**src/rtl/hub75_frame_dma.sv**
```systemverilog
// hub75_frame_dma: copies one packed-RGB frame from memory into the HUB75 driver back buffer, then flips buffers on vsync.
// Latency: 3 cycles per master transfer with a 1-cycle slave (6 per pixel); slave register reads return the cycle after request.
// Backpressure: master strobes are held until m_ready, followed by one turnaround cycle; optional gamma via HUB75_DMA_GAMMA_EN.
module hub75_frame_dma #(
  parameter int          ROWS         = 64,
  parameter int          COLS         = 64,
  parameter logic [31:0] BASEADDR     = 32'h81100000,
  parameter logic [31:0] DRV_BASEADDR = 32'h81000000
) (
  input  logic        clk,
  input  logic        rst,
  // slave register bus
  input  logic [31:0] addr,
  input  logic [31:0] wdata,
  input  logic [3:0]  wmask,
  input  logic        wen,
  input  logic        ren,
  output logic [31:0] rdata,
  output logic        ready,
  output logic        active,
  // master bus towards memory and the panel driver
  output logic [31:0] m_addr,
  output logic [31:0] m_wdata,
  output logic [3:0]  m_wmask,
  output logic        m_wen,
  output logic        m_ren,
  input  logic [31:0] m_rdata,
  input  logic        m_ready,
  output logic        irq
);

  localparam int          NPIX      = ROWS * COLS;
  localparam int          NW        = (NPIX > 1) ? $clog2(NPIX) : 1;
  localparam logic [NW-1:0] LAST    = NW'(NPIX - 1);
  // driver control word sits just past both frame buffers
  localparam logic [31:0] CTRL_ADDR = DRV_BASEADDR + 32'(2 * NPIX * 4);

  localparam logic [2:0] S_IDLE   = 3'd0;
  localparam logic [2:0] S_GETSEL = 3'd1;
  localparam logic [2:0] S_RD     = 3'd2;
  localparam logic [2:0] S_WR     = 3'd3;
  localparam logic [2:0] S_POLL   = 3'd4;
  localparam logic [2:0] S_SWAP   = 3'd5;

  logic [2:0]    state;
  logic          turn;      // 1 during the turnaround cycle after a completed transfer
  logic [NW-1:0] n;         // pixel index
  logic          back;      // back buffer selected for this frame
  logic [23:0]   pix;
  logic          vs;        // vsync bit captured by the last poll
  logic [31:0]   src_cur;   // SRC snapshot for the frame in flight
  logic [31:0]   src_reg;
  logic          cont;
  logic          done;
  logic [15:0]   frames;
  logic          busy;

  // ---------------- slave decode ----------------
  logic [31:0] off;
  logic        sel_src, sel_ctrl, sel_stat;
  logic        start_req, done_clr;

  assign off      = addr - BASEADDR;
  assign active   = (addr >= BASEADDR) && (off < 32'd12);
  assign sel_src  = active && (off[3:2] == 2'd0);
  assign sel_ctrl = active && (off[3:2] == 2'd1);
  assign sel_stat = active && (off[3:2] == 2'd2);

  assign start_req = wen && sel_ctrl && wmask[0] && wdata[0];
  assign done_clr  = wen && sel_stat && wmask[0] && wdata[1];
  assign busy      = (state != S_IDLE);
  assign irq       = done;

  logic unused_ok;
  assign unused_ok = &{1'b0, off[31:4], off[1:0], m_rdata[31:24]};

  function automatic logic [31:0] lane_merge(input logic [31:0] old_v,
                                             input logic [31:0] new_v,
                                             input logic [3:0]  m);
    logic [31:0] res;
    res = old_v;
    for (int i = 0; i < 4; i++) begin
      if (m[i]) res[8*i +: 8] = new_v[8*i +: 8];
    end
    return res;
  endfunction

`ifdef HUB75_DMA_GAMMA_EN
  function automatic logic [7:0] gam(input logic [7:0] c);
    logic [15:0] p;
    p = {8'h00, c} * {8'h00, c};
    return p[15:8];
  endfunction
`endif

  // pixel data as it will be written, squared per channel when gamma is built in
  logic [23:0] pix_next;
`ifdef HUB75_DMA_GAMMA_EN
  assign pix_next = {gam(m_rdata[23:16]), gam(m_rdata[15:8]), gam(m_rdata[7:0])};
`else
  assign pix_next = m_rdata[23:0];
`endif

  // ---------------- address generation ----------------
  logic [NW-1:0] n_inc;
  logic [31:0]   pix_addr;
  logic [31:0]   rd_addr_next;

  assign n_inc        = n + NW'(1);
  assign pix_addr     = DRV_BASEADDR + (((back ? 32'(NPIX) : 32'd0) + 32'(n)) << 2);
  assign rd_addr_next = src_cur + (32'(n_inc) << 2);

  // Slave registers: SRC/CONT storage and registered read response
  always_ff @(posedge clk) begin
    if (rst) begin
      src_reg <= 32'h0;
      cont    <= 1'b0;
      ready   <= 1'b0;
      rdata   <= 32'h0;
    end else begin
      ready <= active && (ren || wen);
      if (wen && sel_src)
        src_reg <= lane_merge(src_reg, wdata, wmask) & 32'hFFFF_FFFC;
      if (wen && sel_ctrl && wmask[0])
        cont <= wdata[1];
      if (active && ren) begin
        case (off[3:2])
          2'd0:    rdata <= src_reg;
          2'd1:    rdata <= {30'h0, cont, 1'b0};
          default: rdata <= {frames, 14'h0, done, busy};
        endcase
      end else begin
        rdata <= 32'h0;
      end
    end
  end

  // Copy engine FSM: each bus state holds its strobe until m_ready, then spends one turnaround
  // cycle, at the end of which the next state's transfer is launched
  always_ff @(posedge clk) begin
    if (rst) begin
      state   <= S_IDLE;
      turn    <= 1'b0;
      n       <= '0;
      back    <= 1'b0;
      pix     <= 24'h0;
      vs      <= 1'b0;
      src_cur <= 32'h0;
      m_addr  <= 32'h0;
      m_wdata <= 32'h0;
      m_wmask <= 4'h0;
      m_wen   <= 1'b0;
      m_ren   <= 1'b0;
      frames  <= 16'h0;
      done    <= 1'b0;
    end else begin
      if (state == S_IDLE) begin
        turn <= 1'b0;
        if (start_req) begin
          state   <= S_GETSEL;
          src_cur <= src_reg;
          m_addr  <= CTRL_ADDR;
          m_ren   <= 1'b1;
        end
      end else if (!turn) begin
        if (m_ready) begin
          m_wen <= 1'b0;
          m_ren <= 1'b0;
          turn  <= 1'b1;
          case (state)
            S_GETSEL: back <= ~m_rdata[0];
            S_RD:     pix  <= pix_next;
            S_POLL:   vs   <= m_rdata[8];
            default:  ;
          endcase
        end
      end else begin
        turn <= 1'b0;
        case (state)
          S_GETSEL: begin
            state  <= S_RD;
            n      <= '0;
            m_addr <= src_cur;
            m_ren  <= 1'b1;
          end
          S_RD: begin
            state   <= S_WR;
            m_addr  <= pix_addr;
            m_wdata <= {8'h00, pix};
            m_wmask <= 4'b0111;
            m_wen   <= 1'b1;
          end
          S_WR: begin
            if (n == LAST) begin
              state  <= S_POLL;
              m_addr <= CTRL_ADDR;
              m_ren  <= 1'b1;
            end else begin
              n      <= n_inc;
              state  <= S_RD;
              m_addr <= rd_addr_next;
              m_ren  <= 1'b1;
            end
          end
          S_POLL: begin
            if (vs) begin
              state   <= S_SWAP;
              m_addr  <= CTRL_ADDR;
              m_wdata <= {23'h0, 1'b1, 7'h0, back};
              m_wmask <= 4'b0011;
              m_wen   <= 1'b1;
            end else begin
              m_ren <= 1'b1;
            end
          end
          S_SWAP: begin
            frames <= frames + 16'd1;
            if (cont) begin
              state   <= S_GETSEL;
              src_cur <= src_reg;
              m_addr  <= CTRL_ADDR;
              m_ren   <= 1'b1;
            end else begin
              state <= S_IDLE;
            end
          end
          default: state <= S_IDLE;
        endcase
      end
      // a completing swap takes priority over a simultaneous clear
      if (state == S_SWAP && turn)
        done <= 1'b1;
      else if (done_clr)
        done <= 1'b0;
    end
  end

endmodule

```
**config.mk**
```make
export PLATFORM = sky130hd
export DESIGN_NAME = hub75_frame_dma
export DESIGN_NICKNAME = d
export VERILOG_FILES = /design/src/rtl/hub75_frame_dma.sv
export SDC_FILE = /design/constraint.sdc
export NUM_CORES = 1
export LEC_CHECK = 0
export BUFFER_PORTS_ARGS = -buffer_cell sky130_fd_sc_hd__clkbuf_2
export CAP_MARGIN = 25
export CELL_PAD_IN_SITES_DETAIL_PLACEMENT = 0
export CELL_PAD_IN_SITES_GLOBAL_PLACEMENT = 2
export CORE_ASPECT_RATIO = 0.9
export CORE_UTILIZATION = 34
export DETAILED_ROUTE_END_ITERATION = 8
export MAX_ROUTING_LAYER = met4
export PLACE_DENSITY = 0.91
export SYNTH_ARGS = -nofsm -noshare
export SYNTH_HDL_FRONTEND = slang
export SYNTH_SLANG_ARGS = --single-unit
```
**constraint.sdc**
```tcl
create_clock -name clk -period 5.7 [get_ports clk]
set_input_delay 0.57 -clock clk [delete_from_list [all_inputs] [get_ports clk]]
set_output_delay 0.57 -clock clk [all_outputs]
set_load 0.02 [all_outputs]
```
==> Yosys cells after proc, flatten, opt, wreduce, memory -nomap -nowiden <==
Cells that the tools add are included.
{ "totals": {"ff_bits": 225, "elab_cells": 136} }
{ "classes": {"add_sub_neg": 6, "n_lt_le_gt_ge": 2, "eq_ne": 18, "n_mux": 40, "bitwise": 4, "reduce_logical": 45} }
{ "ops": {"columns": ["cell", "count"], "rows": [
  ["2-to-1 mux 32 bit", 12],
  ["case mux 32 bit (5 select lines)", 1],
  ["case mux 32 bit (2 select lines)", 2],
  ["adder 32 x 14 -> 32 bit", 1],
  ["adder 32 x 16 -> 32 bit (first input constant)", 1],
  [">= comparator 32 bit (second input constant)", 1],
  ["less-than comparator 32 x 4 -> 1 bit (second input constant)", 1],
  ["subtractor 32 bit (second input constant)", 1],
  ["AND reduction 4 bit", 7],
  ["case mux 12 bit (2 select lines)", 1],
  ["adder 16 x 1 -> 16 bit (second input constant)", 1],
  ["2-to-1 mux 3 bit", 5],
  ["case mux 3 bit (5 select lines)", 1],
  ["adder 13 x 12 -> 14 bit", 1],
  ["logical AND 1 bit", 14],
  ["nonzero test 2 bit", 7],
  ["2-to-1 mux 13 bit", 1],
  ["adder 12 x 1 -> 12 bit (second input constant)", 1],
  ["== test 12 bit (second input constant)", 1],
  ["2-to-1 mux 1 bit", 12],
  ["2-to-1 mux 12 bit", 1],
  ["AND reduction 5 bit", 2],
  ["inequality test 3 bit (second input constant)", 3],
  ["inequality test 4 bit (second input constant)", 2],
  ["22 further kinds", 35]
]} }

==> Longest topological paths before layout <==
Gate-level depths: netlist of run 1.
{ "depth": {"ltp_word": 9, "depth_mapped": 14, "mapped_depth_nobuf": 12} }

==> Worst setup path before layout of run 1 <==
No wires, ideal clock.
{ "synth_path": {"path_type": "register -> register", "startpoint": "register n[0]", "endpoint": "register m_addr[15]", "setup_time_ns": 0.079, "t_arrival_ns": 2.951, "required_time_ns": 5.621, "slack_ns": 2.670, "path_stages_with_launch": 15, "n_path_buf": 2, "synth_period_minus_slack_ns": 3.030, "path_cell_list": "dfxtp_1 -> ha_1 -> and4_1 -> and2_1 -> nand2_1 -> nor2_1 -> xor2_1 -> ha_1 -> clkbuf_1 -> a21oi_1 -> o21bai_1 -> a41o_1 -> clkbuf_1 -> a2111o_1 -> o211ai_1"} }
{ "synth_between": {"elab_chain_len": 6, "word_cells_on_any_way": 9} }
{ "synth_rtl": {"columns": ["element", "line", "text"], "rows": [
  ["start, declared", "47", "logic [NW-1:0] n;"],
  ["start signal, assigned", "199", "n <= n_inc;"],
  ["adder 12 x 1 -> 12 bit", "109", "assign n_inc = n + NW'(1);"],
  ["adder 32 x 14 -> 32 bit", "111", "assign rd_addr_next = src_cur + (32'(n_inc) << 2);"],
  ["2-to-1 mux 32 bit", "194", "if (n == LAST) begin"],
  ["case mux 32 bit (5 select lines) *", "179", "case (state)"],
  ["2-to-1 mux 32 bit *", "165", "end else if (!turn) begin"],
  ["2-to-1 mux 32 bit *", "157", "if (state == S_IDLE) begin"],
  ["end signal, assigned", "183", "m_addr <= src_cur;"],
  ["end signal, assigned", "188", "m_addr <= pix_addr;"],
  ["end signal, assigned", "201", "m_addr <= rd_addr_next;"],
  ["end, declared", "22", "output logic [31:0] m_addr,"]
]} }
Every way passes the cells marked *; elsewhere a longest branch is shown, timed or not. The select of a mux whose other input is x is not followed.
A chain may end at the register's enable or synchronous reset.

==> Worst setup path in the final report of run 1 <==
{ "layout_path": {"startpoint": "register n[2]", "endpoint": "register m_addr[31]"} }
Same word-level chain as after synthesis.

==> impl_results.md, run 1 <==
* Outcome: finished, final reports clean
* Post_cts resized at 0
* Gr usage total at 0.203
* CP Max Fanout at 8
* DRC viols at 0
* Period Utilization, post-route at 0.657
* Sum Neg Setup Slack at 0 ns
* Post-Synth Simple-Gate Area at 0.225
* Area occupied by multi-input gates at 0.00482 mm²
* Register area at 0.00422 mm²
* Pre-Repair DR Iteration Count at 5
* Clock skew at 0.0201 ns
* Cells after synthesis at 1120
* Die area at 0.0285 mm²
* FP Rows at 57
* Switching part of the total at 0.212
* Antenna-violating nets left at 0
* MaxCap Viol Count at 0
* Die Width at 178 µm
* Setup violators final at 0
* Layout cells sized above 1 at 0.195
* I/O Buffers at 188
* Biggest register: rdata
* Seq cells post-synth at 211
* Compound-cell area share of the yosys netlist at 0.182
* Top cell type's share of synthesized area at 0.447
* Power Dens Cells at 269 mW/mm²
* Crit path required time at 6.15 ns
* Commonest non-fill, non-tap cell in the layout: dfxtp_1
* Startpoint Class: flop
* Warnings, synthesis at 0
* Nets at 1399
* Commonest cells after routing, fill and taps aside: 211 x dfxtp_1, 187 x clkbuf_2, 158 x nand2_1
* Placer congestion estimate at 0.876
* DR iter-0 viols at 593
* Main synth FF type: dfxtp_1
* DP HPWL at 20500 µm
* Register area share after synthesis at 0.447
* Die height at 160 µm
* Proportion of synthesized area in mux cells at 0.0434
* Fillcell total at 2781
* Post-synthesis adder-cell area fraction at 0.0233
* Vias per cell at 5.30
* Post-synth EDFFs at 0
* Worst slew margin at 0.314
* Sink Count at 211
* Antenna cell count at 0
* H-Tree Depth at 1
* CORE AREA at 0.0272 mm²
* Post-Synthesis Cell Area at 0.00946 mm²
* Seq pwr share at 0.479
* Synth top area cells: dfxtp_1 45%, nand2_1 6.3%, nor2_1 5.1%
* Worst-path clk slew at 0.07 ns
* First-pass GRT wire length at 44600 µm
* Layout area overhead at 20.8%
* RSZ-0062 raised after global routing: false
* Period minus WS final at 3.74 ns
* Slew Viols, Final at 0
* Hold_buf cts at 0
* Asr flop ratio synth at 0
* Setup WS pre-CTS at 2.05 ns
* Critical path class: reg -> reg
* Vias in the first global route at 8063
* VDD IR max at 0.180 mV
* Combinational family with the most area after synthesis: simple AND/OR/NAND/NOR gates
* Slew @ Worst Pin at 1.02 ns
* Insertion delay to the later sink of the worst-skew pair at 0.53 ns
* Largest register FFs at 32
* Mean Syn Cell Area at 8.44 µm²
* Global-route congestion overflow total at 0
* Comb pwr share at 0.025
* WHS at 0.271 ns
* Placed Cells at 1604
* Psw at 652 µW
* Min-Delay Path Class: in -> reg
* CP endpoint kind: flop
* Vias at 8700
* Post-Synth XOR/XNOR Area at 0.0287
* WP data arrival at 4.20 ns
* Clock Path Buffers at 3
* WL/cell at 17.4 µm
* Post-CTS setup buffer count at 0
* Leakage at 4.75 nW
* Io pins at 210
* Clk pwr share at 0.496
* Root buffer cell: clkbuf_16
* CTS tree: done
* Pin count of the biggest net entering global routing at 103
* Initial Utilization at 0.348
* Synth cell types at 70
* Final hold violation count at 0
* Setup slack after layout at 1.96 ns
* Total CTS buffers at 24
* Internal power at 2.43 mW
* Final WL at 28700 µm
* Cell taking the most area after synthesis: dfxtp_1
* Design Power at 3.08 mW
* Initial antenna violation count at 0
* Fmax at 0.267 GHz
* Post-Layout Cell Count at 1643
## power by group through the flow
stage          registers (mW)  clock network [mW]  logic, mW
3_3_place_gp             1.51                   0     0.0732
4_1_cts                  1.47                1.56     0.0739
2_1_floorplan            1.51                   0     0.0364
6_report                 1.47                1.53     0.0761
3_5_place_dp             1.51                   0     0.0735
5_1_grt                  1.47                1.63     0.0825
## through the flow
stage               instance area (µm²)  utilization
floorplan                          9500            -
detailed placement                10600        0.391
global placement                  10600        0.390
global route                      11400        0.421
finish                            11400        0.421
CTS                               11400        0.420
## worst max-delay path, cell delays in order, from the launching register on
cell and delay [ns]:
dfxtp_1 0.43, nand3_1 0.28, nor4_1 0.77, nand3_1 0.18, xnor2_1 0.26, ha_1 0.36
inv_1 0.20, o21bai_1 0.12, a41oi_1 0.74, nor3_1 0.15, nor3_1 0.20
## cells by family after synthesis
| kind of cell | after synthesis |
|---|---|
| buf+inv | 108 |
| flops | 211 |
| simple gates | 450 |
| mux | 41 |
| compound gates | 261 |
| other cells | 1 |
| xor+xnor | 31 |
| fa+ha+maj | 17 |
## path summary, 6_finish.rpt
kind	start	depth (start not counted)	slack (ns)	endpoint
setup / recovery	n[2]	10	1.96	m_addr[31]
hold / removal	m_rdata[1]	3	0.27	pix[1]
setup reg to reg	n[2]	10	1.96	m_addr[31]
hold reg to reg	pix[22]	2	0.45	pix[22]
## synthesized netlist by cell type, types with 14 or more instances
master and number:
mux2i_1 41, a22oi_1 27, xnor2_1 14, nand2_1 158
a32oi_1 14, o211ai_1 22, nand3_1 36, and2_1 23
nand4_1 28, xor2_1 17, o21ai_0 44, dfxtp_1 211
a22o_1 18, inv_1 30, ha_1 16, clkbuf_1 51
nor2_1 128, a21oi_1 84
## routing by layer
metal / share of wire / wire (µm) / up-vias / global-route usage
met5: 0 / 0 / - / -
met1: 0.48 / 13600 / 4080 / 0.285
li1: - / - / 4279 / -
met2: 0.43 / 12300 / 305 / 0.298
met4: 0.015 / 423 / 0 / 0.0365
met3: 0.081 / 2310 / 36 / 0.0471
## area by class of cell
| class | instances | share of cell area |
|---|---|---|
| Clock buffer | 33 | 0.0600 |
| Sequential cell | 211 | 0.370 |
| Timing Repair Buffer | 199 | 0.0928 |
| Multi-Input combinational cell | 811 | 0.422 |
| Clock inverter | 5 | 0.00690 |
| Inverter | 30 | 0.00985 |
| Tap cell | 354 | 0.0388 |
No activity file was read; power rests on OpenSTA's default activity.
==> run 2: changes to the inputs <==
- CORE_UTILIZATION: 34 -> 29
- PLACE_DENSITY: 0.91 -> 0.84
- clock period: 5.7 -> 3.2 ns (I/O delays scaled with it)
==> impl_results.md, run 2 (same netlist as run 1, synthesis figures left out) <==
* Outcome: complete, but fails checks
* Violated checks: DRC
* Met2 wire length at 13000 µm
* Pre-Repair DR Iteration Count at 7
* Final WL at 29700 µm
* Worst flop-to-flop path endpoint: m_addr[13]
* Critical Path, Cell by Cell: ha_2 > and4_1 > and2_1 > buf_4 > xor2_1 > ha_1 > o21ai_0 > nand2b_1 > a41o_1 > and4_1 > o31a_1 > a221o_1
* Crit path required time at 3.61 ns
* CP max stage delay at 0.41 ns
* Commonest cells after routing, fill and taps aside: 211 x dfxtp_1, 187 x clkbuf_2, 158 x nand2_1
* Met3 Routed Length at 2190 µm
* Post-CTS setup buffer count at 0
* Comb pwr share at 0.024
* Total CTS buffers at 25
* Die height at 173 µm
* Leakage at 4.88 nW
* Io pins at 210
* RSZ-0062 raised after global routing: false
* DRC viols at 14
* Insertion delay to the later sink of the worst-skew pair at 0.52 ns
* Wire length on met1 at 14000 µm
* Clock skew at 0.0163 ns
* Delay-heaviest family, CP: compound AO/OA/AOI/OAI gates
* CORE AREA at 0.0320 mm²
* Biggest register: rdata
* Period Utilization, post-route at 0.950
* Period minus WS final at 3.04 ns
* Reg2reg setup slack at 0.16 ns
* Seq pwr share at 0.470
* VDD IR max at 0.331 mV
* Die area at 0.0333 mm²
* Post-Layout Cell Count at 1736
* Gr usage total at 0.181
* Sum Neg Setup Slack at 0 ns
* Vias at 8759
* Layout area overhead at 24.1%
* Initial antenna violation count at 0
* Worst slew margin at 0.519
* Hold Startpoint: m_rdata[6]
* Hold path cells at 3
* Fmax at 0.329 GHz
* Clock Path Buffers at 3
* First-pass GRT wire length at 46400 µm
* Power Dens Cells at 476 mW/mm²
* Die Width at 192 µm
* Largest register FFs at 32
* Crit-path slowest cell: dfxtp_1
* Min-Delay Path Class: in -> reg
* Crit path buf inv count at 1
* Critical path class: reg -> reg
* CP endpoint kind: flop
* Placed Cells at 1691
* Worst-path clk slew at 0.06 ns
* R2R cell count at 12
* Vias in the first global route at 8285
* DR iter-0 viols at 466
* H-Tree Depth at 1
* Vias per cell at 5.05
* WL/cell at 17.1 µm
* Slew @ Worst Pin at 0.722 ns
* Hold EP: pix[6]
* Antenna cell count at 0
* Antenna-violating nets left at 0
* Setup violators final at 0
* Top routing layer in use: met4
* DP HPWL at 21500 µm
* Final hold violation count at 0
* WP data arrival at 3.45 ns
* WHS at 0.0271 ns
* Pin count of the biggest net entering global routing at 97
* MaxCap Viol Count at 0
* Most used cell, CP: and4_1
* I/O Buffers at 188
* Global-route congestion overflow total at 0
* Startpoint Class: flop
* Layout cells sized above 1 at 0.214
* Clk pwr share at 0.505
* Internal power at 4.37 mW
* Initial Utilization at 0.295
* Placer congestion estimate at 0.882
* FF-to-FF Start: n[0]
* CP Max Fanout at 5
* Psw at 1.22 mW
* Nets at 1425
* Commonest non-fill, non-tap cell in the layout: dfxtp_1
* Sink Count at 211
* Root buffer cell: clkbuf_16
* Slew Viols, Final at 0
* Switching part of the total at 0.218
* CTS tree: done
* FP Rows at 62
[run 2: area by class of cell]
cell class	count	area, µm²
Tap cell	416	520
Timing Repair Buffer	224	1250
Clock inverter	10	110
Multi-Input combinational cell	811	4830
Inverter	30	113
Sequential cell	211	4220
Clock buffer	34	699
Fill cell	3382	20300
[run 2: how the worst max path moves through the flow]
| stage | startpoint | to | slack [ns] | cells past startpoint |
|---|---|---|---|---|
| after floorplan | n[0] | m_addr[15] | 0.17 | 14 |
| after global placement | n[0] | m_addr[13] | 0.21 | 12 |
| after detailed placement | n[0] | m_addr[13] | 0.18 | 12 |
| after CTS | n[0] | m_addr[13] | 0.17 | 12 |
| after global routing | n[0] | m_addr[15] | 0.007 | 12 |
| final | n[0] | m_addr[13] | 0.16 | 12 |
[run 2: per-layer routing]
metal  global-route usage  vias up
met4               0.0354        0
met2                0.269      287
li1                     -     4337
met5                    -        -
met1                0.252     4108
met3               0.0374       27
[run 2: power groups by stage]
stage | Combinational, mW | Sequential [mW] | Clock, mW
6_report | 0.137 | 2.63 | 2.82
5_1_grt | 0.150 | 2.62 | 2.99
4_1_cts | 0.134 | 2.63 | 2.88
3_5_place_dp | 0.134 | 2.68 | 0
3_3_place_gp | 0.132 | 2.68 | 0
2_1_floorplan | 0.0648 | 2.68 | 0
[run 2: worst min-delay path: cells and delay by family]
family / cells / cell delay, ns
simple gates: 1 / 0.04
buf+inv: 1 / 0.08
compound gates: 1 / 0.05
[run 2: repair_timing]
item	4_1_cts	5_1_grt
hold buffers	0	0
resized for setup	0	3
setup endpoints to repair	0	10
[run 2: stage by stage]
step	setup slack, ns	power, mW	utilization	instance area (µm²)
after floorplan	0.170	2.75	-	9500
after global placement	0.210	2.82	0.340	10900
after detailed placement	0.182	2.82	0.340	10900
after CTS	0.175	5.64	0.365	11700
after global routing	0.00741	5.77	0.366	11700
final	0.161	5.58	0.366	11700
